[src/rtl/rice_core_env_if.sv]
// Interface between ex_stage and the machine-mode trap/CSR environment.
//  env modport (environment side):
//   out: privilege_level  current privilege (2'b11 M, 2'b00 U)
//        trap_pc          trap vector target (mtvec, direct mode)
//        return_pc        mret target (mepc)
//   in : exception_valid  ex_stage reports an exception this cycle
//        exception_code   value captured into mcause
//        exception_value  value captured into mtval
//        exception_pc     PC of the faulting instruction, captured into mepc
//        mret             ex_stage executes mret this cycle
//        inst_retired     an instruction retires this cycle
//  ex modport is the mirror image, used by ex_stage (or a testbench).
interface rice_core_env_if #(
    parameter int XLEN = 32
);
    logic [1:0]      privilege_level;
    logic [XLEN-1:0] trap_pc;
    logic [XLEN-1:0] return_pc;
    logic            exception_valid;
    logic [XLEN-1:0] exception_code;
    logic [XLEN-1:0] exception_value;
    logic [XLEN-1:0] exception_pc;
    logic            mret;
    logic            inst_retired;

    modport env (
        output privilege_level, trap_pc, return_pc,
        input  exception_valid, exception_code, exception_value, exception_pc,
        input  mret, inst_retired
    );

    modport ex (
        input  privilege_level, trap_pc, return_pc,
        output exception_valid, exception_code, exception_value, exception_pc,
        output mret, inst_retired
    );
endinterface

[src/rtl/rice_core_env.sv]
// Machine-mode trap/CSR environment.
// Holds the privilege level, mstatus (MIE/MPIE/MPP), mtvec, mepc, mcause, mtval,
// mscratch and the 64-bit mcycle/minstret counters. Captures exceptions and mret
// reported by ex_stage, supplies trap/return PCs and serves CSR accesses.
// Ports:
//  i_clk          clock
//  i_rst          synchronous reset, active-high
//  env_if         rice_core_env_if.env (privilege_level/trap_pc/return_pc out, events in)
//  i_csr_valid    CSR access strobe
//  i_csr_address  CSR address
//  i_csr_op       00 read, 01 write, 10 set, 11 clear
//  i_csr_wdata    write/set/clear operand
//  o_csr_rdata    current value of the addressed CSR (combinational)
//  o_csr_illegal  access is illegal (combinational, qualified by i_csr_valid)
module rice_core_env #(
    parameter int              XLEN         = 32,
    parameter bit              SUPPORT_USER = 1'b0,
    parameter logic [XLEN-1:0] RESET_MTVEC  = '0,
    parameter logic [XLEN-1:0] HART_ID      = '0
) (
    input  logic             i_clk,
    input  logic             i_rst,
    rice_core_env_if.env     env_if,
    input  logic             i_csr_valid,
    input  logic [11:0]      i_csr_address,
    input  logic [1:0]       i_csr_op,
    input  logic [XLEN-1:0]  i_csr_wdata,
    output logic [XLEN-1:0]  o_csr_rdata,
    output logic             o_csr_illegal
);
    typedef enum logic [1:0] {
        PRIV_U = 2'b00,
        PRIV_M = 2'b11
    } priv_t;

    priv_t           priv_reg, priv_next;
    logic            mie_reg, mie_next;
    logic            mpie_reg, mpie_next;
    logic [1:0]      mpp_reg, mpp_next;
    logic [XLEN-1:0] mtvec_reg, mtvec_next;
    logic [XLEN-1:0] mepc_reg, mepc_next;
    logic [XLEN-1:0] mcause_reg, mcause_next;
    logic [XLEN-1:0] mtval_reg, mtval_next;
    logic [XLEN-1:0] mscratch_reg, mscratch_next;
    logic [63:0]     mcycle_reg, mcycle_next;
    logic [63:0]     minstret_reg, minstret_next;

    logic [XLEN-1:0] mstatus_val;
    logic [XLEN-1:0] misa_val;
    logic [XLEN-1:0] csr_rdata;
    logic [XLEN-1:0] csr_wval;
    logic            csr_mapped;
    logic            csr_read_only;
    logic            csr_is_write;
    logic            csr_illegal;
    logic            csr_commit;
    logic            exc;

    assign exc = env_if.exception_valid;

    // Only MIE, MPIE and MPP are implemented; every other mstatus bit reads 0.
    always_comb begin
        mstatus_val        = '0;
        mstatus_val[3]     = mie_reg;
        mstatus_val[7]     = mpie_reg;
        mstatus_val[12:11] = mpp_reg;
    end

    // misa: MXL in the top two bits, I always present, U when user mode exists.
    always_comb begin
        misa_val                  = '0;
        misa_val[XLEN-1:XLEN-2]   = (XLEN == 32) ? 2'b01 : 2'b10;
        misa_val[8]               = 1'b1;
        misa_val[20]              = SUPPORT_USER;
    end

    // Address decode and read mux.
    always_comb begin
        csr_rdata     = '0;
        csr_mapped    = 1'b1;
        csr_read_only = 1'b0;
        case (i_csr_address)
            12'h300: csr_rdata = mstatus_val;
            12'h301: begin
                csr_rdata     = misa_val;
                csr_read_only = 1'b1;
            end
            12'h305: csr_rdata = mtvec_reg;
            12'h340: csr_rdata = mscratch_reg;
            12'h341: csr_rdata = mepc_reg;
            12'h342: csr_rdata = mcause_reg;
            12'h343: csr_rdata = mtval_reg;
            12'hB00: csr_rdata = mcycle_reg[XLEN-1:0];
            12'hB02: csr_rdata = minstret_reg[XLEN-1:0];
            12'hB80: begin
                if (XLEN == 32) csr_rdata = XLEN'(mcycle_reg[63:32]);
                else            csr_mapped = 1'b0;
            end
            12'hB82: begin
                if (XLEN == 32) csr_rdata = XLEN'(minstret_reg[63:32]);
                else            csr_mapped = 1'b0;
            end
            12'hF14: begin
                csr_rdata     = HART_ID;
                csr_read_only = 1'b1;
            end
            default: csr_mapped = 1'b0;
        endcase
    end

    assign csr_is_write = (i_csr_op != 2'b00);
    assign csr_illegal  = !csr_mapped
                        || (csr_is_write && (csr_read_only || i_csr_address[11:10] == 2'b11))
                        || (priv_reg == PRIV_U);
    assign csr_commit   = i_csr_valid && csr_is_write && !csr_illegal && !exc;

    always_comb begin
        case (i_csr_op)
            2'b01:   csr_wval = i_csr_wdata;
            2'b10:   csr_wval = csr_rdata | i_csr_wdata;
            2'b11:   csr_wval = csr_rdata & ~i_csr_wdata;
            default: csr_wval = csr_rdata;
        endcase
    end

    function automatic logic mpp_legal(input logic [1:0] v);
        return (v == 2'b11) || (SUPPORT_USER && v == 2'b00);
    endfunction

    // Next-state: CSR write first, then mret, then exception, so later
    // assignments implement the exception > mret > CSR write priority.
    always_comb begin
        priv_next     = priv_reg;
        mie_next      = mie_reg;
        mpie_next     = mpie_reg;
        mpp_next      = mpp_reg;
        mtvec_next    = mtvec_reg;
        mepc_next     = mepc_reg;
        mcause_next   = mcause_reg;
        mtval_next    = mtval_reg;
        mscratch_next = mscratch_reg;
        mcycle_next   = mcycle_reg + 64'd1;
        minstret_next = minstret_reg + {63'd0, env_if.inst_retired && !exc};

        if (csr_commit) begin
            case (i_csr_address)
                12'h300: begin
                    mie_next  = csr_wval[3];
                    mpie_next = csr_wval[7];
                    if (mpp_legal(csr_wval[12:11])) mpp_next = csr_wval[12:11];
                end
                12'h305: mtvec_next    = {csr_wval[XLEN-1:2], 2'b00};
                12'h340: mscratch_next = csr_wval;
                12'h341: mepc_next     = {csr_wval[XLEN-1:2], 2'b00};
                12'h342: mcause_next   = csr_wval;
                12'h343: mtval_next    = csr_wval;
                // Writing a counter half replaces it and suppresses the increment.
                12'hB00: begin
                    if (XLEN == 32) mcycle_next = {mcycle_reg[63:32], csr_wval[31:0]};
                    else            mcycle_next = 64'(csr_wval);
                end
                12'hB02: begin
                    if (XLEN == 32) minstret_next = {minstret_reg[63:32], csr_wval[31:0]};
                    else            minstret_next = 64'(csr_wval);
                end
                12'hB80: mcycle_next   = {csr_wval[31:0], mcycle_reg[31:0]};
                12'hB82: minstret_next = {csr_wval[31:0], minstret_reg[31:0]};
                default: ;
            endcase
        end

        if (env_if.mret) begin
            priv_next = priv_t'(mpp_reg);
            mie_next  = mpie_reg;
            mpie_next = 1'b1;
            mpp_next  = SUPPORT_USER ? PRIV_U : PRIV_M;
        end

        if (exc) begin
            mepc_next   = {env_if.exception_pc[XLEN-1:2], 2'b00};
            mcause_next = env_if.exception_code;
            mtval_next  = env_if.exception_value;
            mpie_next   = mie_reg;
            mie_next    = 1'b0;
            mpp_next    = priv_reg;
            priv_next   = PRIV_M;
        end
    end

    always_ff @(posedge i_clk) begin
        if (i_rst) begin
            priv_reg     <= PRIV_M;
            mie_reg      <= 1'b0;
            mpie_reg     <= 1'b0;
            mpp_reg      <= PRIV_M;
            mtvec_reg    <= {RESET_MTVEC[XLEN-1:2], 2'b00};
            mepc_reg     <= '0;
            mcause_reg   <= '0;
            mtval_reg    <= '0;
            mscratch_reg <= '0;
            mcycle_reg   <= '0;
            minstret_reg <= '0;
        end else begin
            priv_reg     <= priv_next;
            mie_reg      <= mie_next;
            mpie_reg     <= mpie_next;
            mpp_reg      <= mpp_next;
            mtvec_reg    <= mtvec_next;
            mepc_reg     <= mepc_next;
            mcause_reg   <= mcause_next;
            mtval_reg    <= mtval_next;
            mscratch_reg <= mscratch_next;
            mcycle_reg   <= mcycle_next;
            minstret_reg <= minstret_next;
        end
    end

    assign env_if.privilege_level = priv_reg;
    assign env_if.trap_pc         = {mtvec_reg[XLEN-1:2], 2'b00};
    assign env_if.return_pc       = {mepc_reg[XLEN-1:2], 2'b00};
    assign o_csr_rdata            = csr_rdata;
    assign o_csr_illegal          = i_csr_valid && csr_illegal;
endmodule

[src/flat_wrapper.sv]
// flat-port wrapper written by rule: the top's interface ports become plain ports
module rice_core_env_flat 
#(
    parameter int              XLEN         = 32,
    parameter bit              SUPPORT_USER = 1'b0,
    parameter logic [XLEN-1:0] RESET_MTVEC  = '0,
    parameter logic [XLEN-1:0] HART_ID      = '0
)
  (i_clk, i_rst, i_csr_valid, i_csr_address, i_csr_op, i_csr_wdata, o_csr_rdata, o_csr_illegal, env_if_privilege_level, env_if_trap_pc, env_if_return_pc, env_if_exception_valid, env_if_exception_code, env_if_exception_value, env_if_exception_pc, env_if_mret, env_if_inst_retired);
  rice_core_env_if #(.XLEN(XLEN)) env_if_i ();
  input  logic i_clk;
  input  logic i_rst;
  input  logic i_csr_valid;
  input  logic [11:0] i_csr_address;
  input  logic [1:0] i_csr_op;
  input  logic [XLEN-1:0] i_csr_wdata;
  output logic [XLEN-1:0] o_csr_rdata;
  output logic o_csr_illegal;
  output wire logic [$bits(env_if_i.privilege_level)-1:0] env_if_privilege_level;
  output wire logic [$bits(env_if_i.trap_pc)-1:0] env_if_trap_pc;
  output wire logic [$bits(env_if_i.return_pc)-1:0] env_if_return_pc;
  input wire logic [$bits(env_if_i.exception_valid)-1:0] env_if_exception_valid;
  input wire logic [$bits(env_if_i.exception_code)-1:0] env_if_exception_code;
  input wire logic [$bits(env_if_i.exception_value)-1:0] env_if_exception_value;
  input wire logic [$bits(env_if_i.exception_pc)-1:0] env_if_exception_pc;
  input wire logic [$bits(env_if_i.mret)-1:0] env_if_mret;
  input wire logic [$bits(env_if_i.inst_retired)-1:0] env_if_inst_retired;
  assign env_if_privilege_level = env_if_i.privilege_level;
  assign env_if_trap_pc = env_if_i.trap_pc;
  assign env_if_return_pc = env_if_i.return_pc;
  assign env_if_i.exception_valid = env_if_exception_valid;
  assign env_if_i.exception_code = env_if_exception_code;
  assign env_if_i.exception_value = env_if_exception_value;
  assign env_if_i.exception_pc = env_if_exception_pc;
  assign env_if_i.mret = env_if_mret;
  assign env_if_i.inst_retired = env_if_inst_retired;
  rice_core_env #(.XLEN(XLEN), .SUPPORT_USER(SUPPORT_USER), .RESET_MTVEC(RESET_MTVEC), .HART_ID(HART_ID)) u_core (.i_clk(i_clk), .i_rst(i_rst), .env_if(env_if_i), .i_csr_valid(i_csr_valid), .i_csr_address(i_csr_address), .i_csr_op(i_csr_op), .i_csr_wdata(i_csr_wdata), .o_csr_rdata(o_csr_rdata), .o_csr_illegal(o_csr_illegal));
endmodule
[config.mk]
export PLATFORM = sky130hd
export DESIGN_NAME = rice_core_env_flat
export DESIGN_NICKNAME = d
export VERILOG_FILES = /design/src/rtl/rice_core_env_if.sv /design/src/rtl/rice_core_env.sv /design/src/flat_wrapper.sv
export SDC_FILE = /design/constraint.sdc
export NUM_CORES = 1
export LEC_CHECK = 0
export CAP_MARGIN = 20
export CORE_MARGIN = 10
export CORE_UTILIZATION = 56
export CTS_CLUSTER_DIAMETER = 200
export DETAILED_ROUTE_END_ITERATION = 7
export PLACE_DENSITY = 0.81
export SLEW_MARGIN = 30
export SYNTH_ARGS = -nofsm -noshare
export SYNTH_HDL_FRONTEND = slang
export SYNTH_SLANG_ARGS = --single-unit
[constraint.sdc]
create_clock -name i_clk -period 4.9 [get_ports i_clk]
set_input_delay 0.98 -clock i_clk [delete_from_list [all_inputs] [get_ports i_clk]]
set_output_delay 0.98 -clock i_clk [all_outputs]
set_load 0.05 [all_outputs]
== Word level (Yosys, flattened, before mapping) ==
Index checks and enable logic that the tools add are counted.
Storage, ports and cells
  flip-flop bits (word level): 290
  bits in latches: 0
  RAM bits: 0
  memory bits (read-only): 0
  bits of input ports: 148
  output and inout port bits: 99
  logic and storage cells: 102
  memories: 0
Operators by class
  add/sub/neg operators: 2
  multiply operators: 0
  divide/modulo/power cells: 0
  order comparisons: 0
  equal/unequal tests: 21
  shift-type cells: 0
  multiplexer cells: 29
  bitwise logic cells: 3
  reductions and logical operators: 34
Operators with widths (count)
  $pmux 32 s11: 1
  $mux 32: 9
  $pmux 64 s2: 2
  $mux 64: 2
  $pmux 32 s3: 1
  $eq 12x10->1 const B: 7
  $add 64x1->64: 1
  $add 64x1->64 const B: 1
  $eq 12x12->1 const B: 5
  $and 32x32->32: 1
  $not 32->32: 1
  $or 32x32->32: 1
  $reduce_and 2->1: 7
  $reduce_bool 2->1: 7
  $reduce_or 12->1: 1
  $mux 2: 5
  $mux 1: 9
  $reduce_bool 3->1: 3
  $eq 2x2->1 const B: 4
  $ne 2x2->1 const B: 4
  $logic_and 1x1->1: 6
  $reduce_or 2->1: 2
  $logic_not 1->1: 3
  $logic_or 1x1->1: 3
  3 further kinds: 3

== Logic depth before layout (Yosys ltp) ==
  depth after elaboration: 13
  gate-level depth with buffers: 14
  gate-level depth less buffers: 10

== Worst setup path after synthesis ==
No wires, ideal clock.
  path kind: input -> output
  start: input port i_csr_address[5]
  end: output port o_csr_rdata[13]
  arrival time: 3686 ps
  required time: 3920 ps
  setup slack: 234 ps
  stages: 4
  path buffers: 1
  cell sequence: buf_2 nor4b_2 nand2_1 o311ai_0
On the way
  longest elaborated chain between the ends: 2
  elaborated cells on any way between the ends: 12
  those cells by class: eq/ne: 11; mux: 1
Ends and longest elaborated chain
  from (decl): line flat_wrapper.sv:14  | input logic [11:0] i_csr_address;
  $eq 12x12->1 / $eq 12x10->1 (equally long branches): line rice_core_env.sv:82  | case (i_csr_address)
  $pmux 32 s11 *: line rice_core_env.sv:82
  to (decl): line flat_wrapper.sv:17  | output logic [XLEN-1:0] o_csr_rdata;
Mark *: on every way between the ends. The rest lies on a longest branch, timed or not.

== Worst setup path in the final report ==
  start: input port i_csr_address[11]
  end: output port o_csr_illegal
On the way
  longest elaborated chain between the ends: 8
  elaborated cells on any way between the ends: 23
  those cells by class: eq/ne: 13; mux: 2; reduce/logical: 8
Ends and longest elaborated chain
  branches (longest 5 deep; another with $eq 12x10->1)
  $logic_or 1x1->1 *: line rice_core_env.sv:113  | || (csr_is_write && (csr_read_only || i_csr_address[11:10] == 2'b11))
  $logic_or 1x1->1 *: line rice_core_env.sv:114  | || (priv_reg == PRIV_U);
  $logic_and 1x1->1 *: line rice_core_env.sv:222  | assign o_csr_illegal = i_csr_valid && csr_illegal;
  to (decl): line flat_wrapper.sv:18  | output logic o_csr_illegal;
Every way passes the cells marked *.

==> results.py <==
metrics = {
    "global_routing": {
        "grt_first_pass_wirelength_um": 129000,
        "antenna_found_initial": 1,
        "grt_max_degree": 110,
        "first_global_vias": 19600,
        "grt-ovfl-total": 0,
        "grt_usage_pct": 43.6,
    },
    "sta": {
        "tns_ps": -38.4,
        "fin_ws_ps": -38.4,
        "min_period_ps": 4940,
        "finClkSkew_ps": 21.9,
        "tightest_slew_ps": 1030,
        "drv_slew": 0,
        "hold_viol_final": 0,
        "rsz0062_at_grt": "no",
        "holdWs_ps": 456,
        "final-setup-viol-count": 1,
        "max_slew_margin_pct": 31.2,
        "fmax_mhz": 202,
        "fin_crit_sh_pct": 101,
    },
    "yosys": {
        "synth_top_area_share_pct": 32.6,
        "synth_common_cells": "290 x dfxtp_1, 222 x nand2_1, 163 x nor2_1, 155 x o21ai_0, 115 x nand3_1",
        "ys_types": 108,
        "synth_warnings": 0,
        "synth-seq-cells": 290,
        "netlist_area_um2": 17800,
        "postSynthCellCount": 2221,
        "synthFlopType": "dfxtp_1",
        "yosys.area.top_type": "dfxtp_1",
        "avgSynthCellArea_um2": 8.02,
        "async_reset_ff_share_pct": 0,
        "yosysMostFrequentCell": "dfxtp_1",
        "ys_seq_area_share_pct": 32.6,
        "synth-edff-count": 0,
        "synth_area_leaders": "dfxtp_1 33%, nand2_1 4.7%, o21ai_0 4.4%",
    },
    "final_layout": {
        "fin_nets": 2590,
        "fin_cells": 2865,
        "drive_above_1_share_pct": 13.3,
        "antenna_cells": 0,
        "finish.instance_area_um2": 22500,
        "area_growth_pct": 26.2,
    },
    "floorplan": {
        "design.die.area_um2": 39300,
        "die_h_um": 198,
        "start_util_pct": 56.6,
        "io_pins": 247,
        "design.core.area_um2": 31500,
        "die-width_um": 198,
        "num_rows": 65,
    },
    "clocking": {
        "h-tree-depth": 2,
        "cts_tree": "done",
        "holdBufCountCts": 0,
        "insertion_delay_ps": 540,
        "clockBufferDepth": 3,
        "cts.sinks": 290,
        "post_cts_resized": 0,
        "clockRootBuffer": "clkbuf_16",
        "clk_pin_slew_ps": 60,
        "cts_buffers": 35,
        "cts_setup_buffers": 0,
    },
    "pwr": {
        "power_density_nw_per_um2": 266,
        "power_frac_clock_pct": 45.5,
        "irDropWorstVdd_v": 0.000291,
        "internal_power_mw": 4.33,
        "netSwitchingPower_mw": 1.65,
        "power_leakage_nw": 7.90,
        "power_frac_comb_pct": 13.3,
        "power_frac_seq_pct": 41.2,
        "power_switching_share_pct": 27.6,
    },
    "routing": {
        "via_count": 21400,
        "postRouteAntennaNets": 0,
        "wl_per_cell_um": 31.1,
        "first_pass_iters": 6,
        "drtIter0Drc": 3993,
        "wl_um": 89100,
        "vias_per_cell": 7.48,
        "drcViolationCount": 0,
    },
    "outcome": {
        "outcome": "finished, violations left",
        "failed_checks": "setup timing",
    },
    "placed_design": {
        "dpl.hpwl_um": 66200,
        "dp_cells": 2803,
        "placed_cell_area_um2": 21300,
        "globalplace.congestion": 1.12,
        "port_buffers": 240,
    },
    "worst_setup_path": {
        "cp.arrival_ps": 3960,
        "cp_max_fo": 6,
        "cp-end-kind": "output port",
        "critPathKind": "in2out",
        "required_ps": 3920,
        "worstSetupStartpointType": "input pin",
    },
    "min_path": {
        "hold_class": "reg2reg",
    },
    "run": {
        "maxCapViolCount": 0,
    },
}
## stage by stage
stage | setup WS (ps) | utilization (%) | power (mW)
floorplan | 234 | - | 2.88
global placement | 253 | 67.6 | 3.25
detailed placement | 209 | 67.6 | 3.26
CTS | 235 | 71.3 | 5.90
global route | 2.76 | 71.4 | 6.06
finish | -38.4 | 71.4 | 5.98
## path summary, 6_finish.rpt
check                           from                      end  slack (ps)  cells past startpoint
max                i_csr_address[11]            o_csr_illegal         -40                      7
min          u_core.mscratch_reg[16]  u_core.mscratch_reg[16]         460                      2
max reg2reg     u_core.mcycle_reg[9]    u_core.mcycle_reg[51]        1480                      7
min reg2reg  u_core.mscratch_reg[16]  u_core.mscratch_reg[16]         460                      2
## power groups by stage
stage	logic [mW]	registers, mW	clock network [mW]
floorplan	0.319	2.56	0
global placement	0.740	2.51	0
detailed placement	0.752	2.51	0
CTS	0.756	2.46	2.69
global route	0.808	2.46	2.79
finish	0.794	2.46	2.72
## layer usage
metal	wire [um]	GRT usage, %	part of all wire, %
met5	23	0	0.026
met3	13600	13.0	15
met1	31900	55.4	36
met4	7340	29.3	8.2
met2	36200	62.5	41
## layout by cell type, fill, tap and decap left out, drive strengths merged, types with 26 or more instances in the layout
cell and count:
buf 171, nand2 222, o21ai 159, clkdlybuf4s50 203, o22ai 41, nand3 116, inv 42, nor2 166
dfxtp 290, a21oi 105, o2bb2ai 27, xnor2 26, a22oi 96, clkbuf 48, nor4 42, o221ai 28
and3 38, mux2i 40, nor3 45, a211oi 59, a31oi 27, nand4 93
## final cells by class
class	instances	area, um^2
Multi-Input combinational cell	1697	11000
Fill cell	2504	9000
Sequential cell	290	5810
Timing Repair Buffer	374	3890
Clock buffer	48	995
Tap cell	402	503
Clock inverter	13	174
Inverter	41	154
## critical path, stage by stage
cell and delay, ps:
clkdlybuf4s50_1 610, nand4bb_1 550, or4_4 610, o211ai_1 610, a21boi_0 230, buf_4 210, buf_12 140
## kinds of logic (layout without fill, tap and decap cells)
group / count (synthesis) / count (layout) / synth area share [%]
buffers and inverters: 237 / 476 / 6.29
other: 1 / 4 / 0.0211
XOR/XNOR: 51 / 51 / 2.51
AO/OA/AOI/OAI: 727 / 727 / 28.9
multiplexers: 64 / 64 / 3.89
adder cells (fa/ha/maj): 3 / 3 / 0.211
AND/OR/NAND/NOR: 848 / 848 / 25.6
flip-flops: 290 / 290 / 32.6
Power figures use the tool's default switching activity.
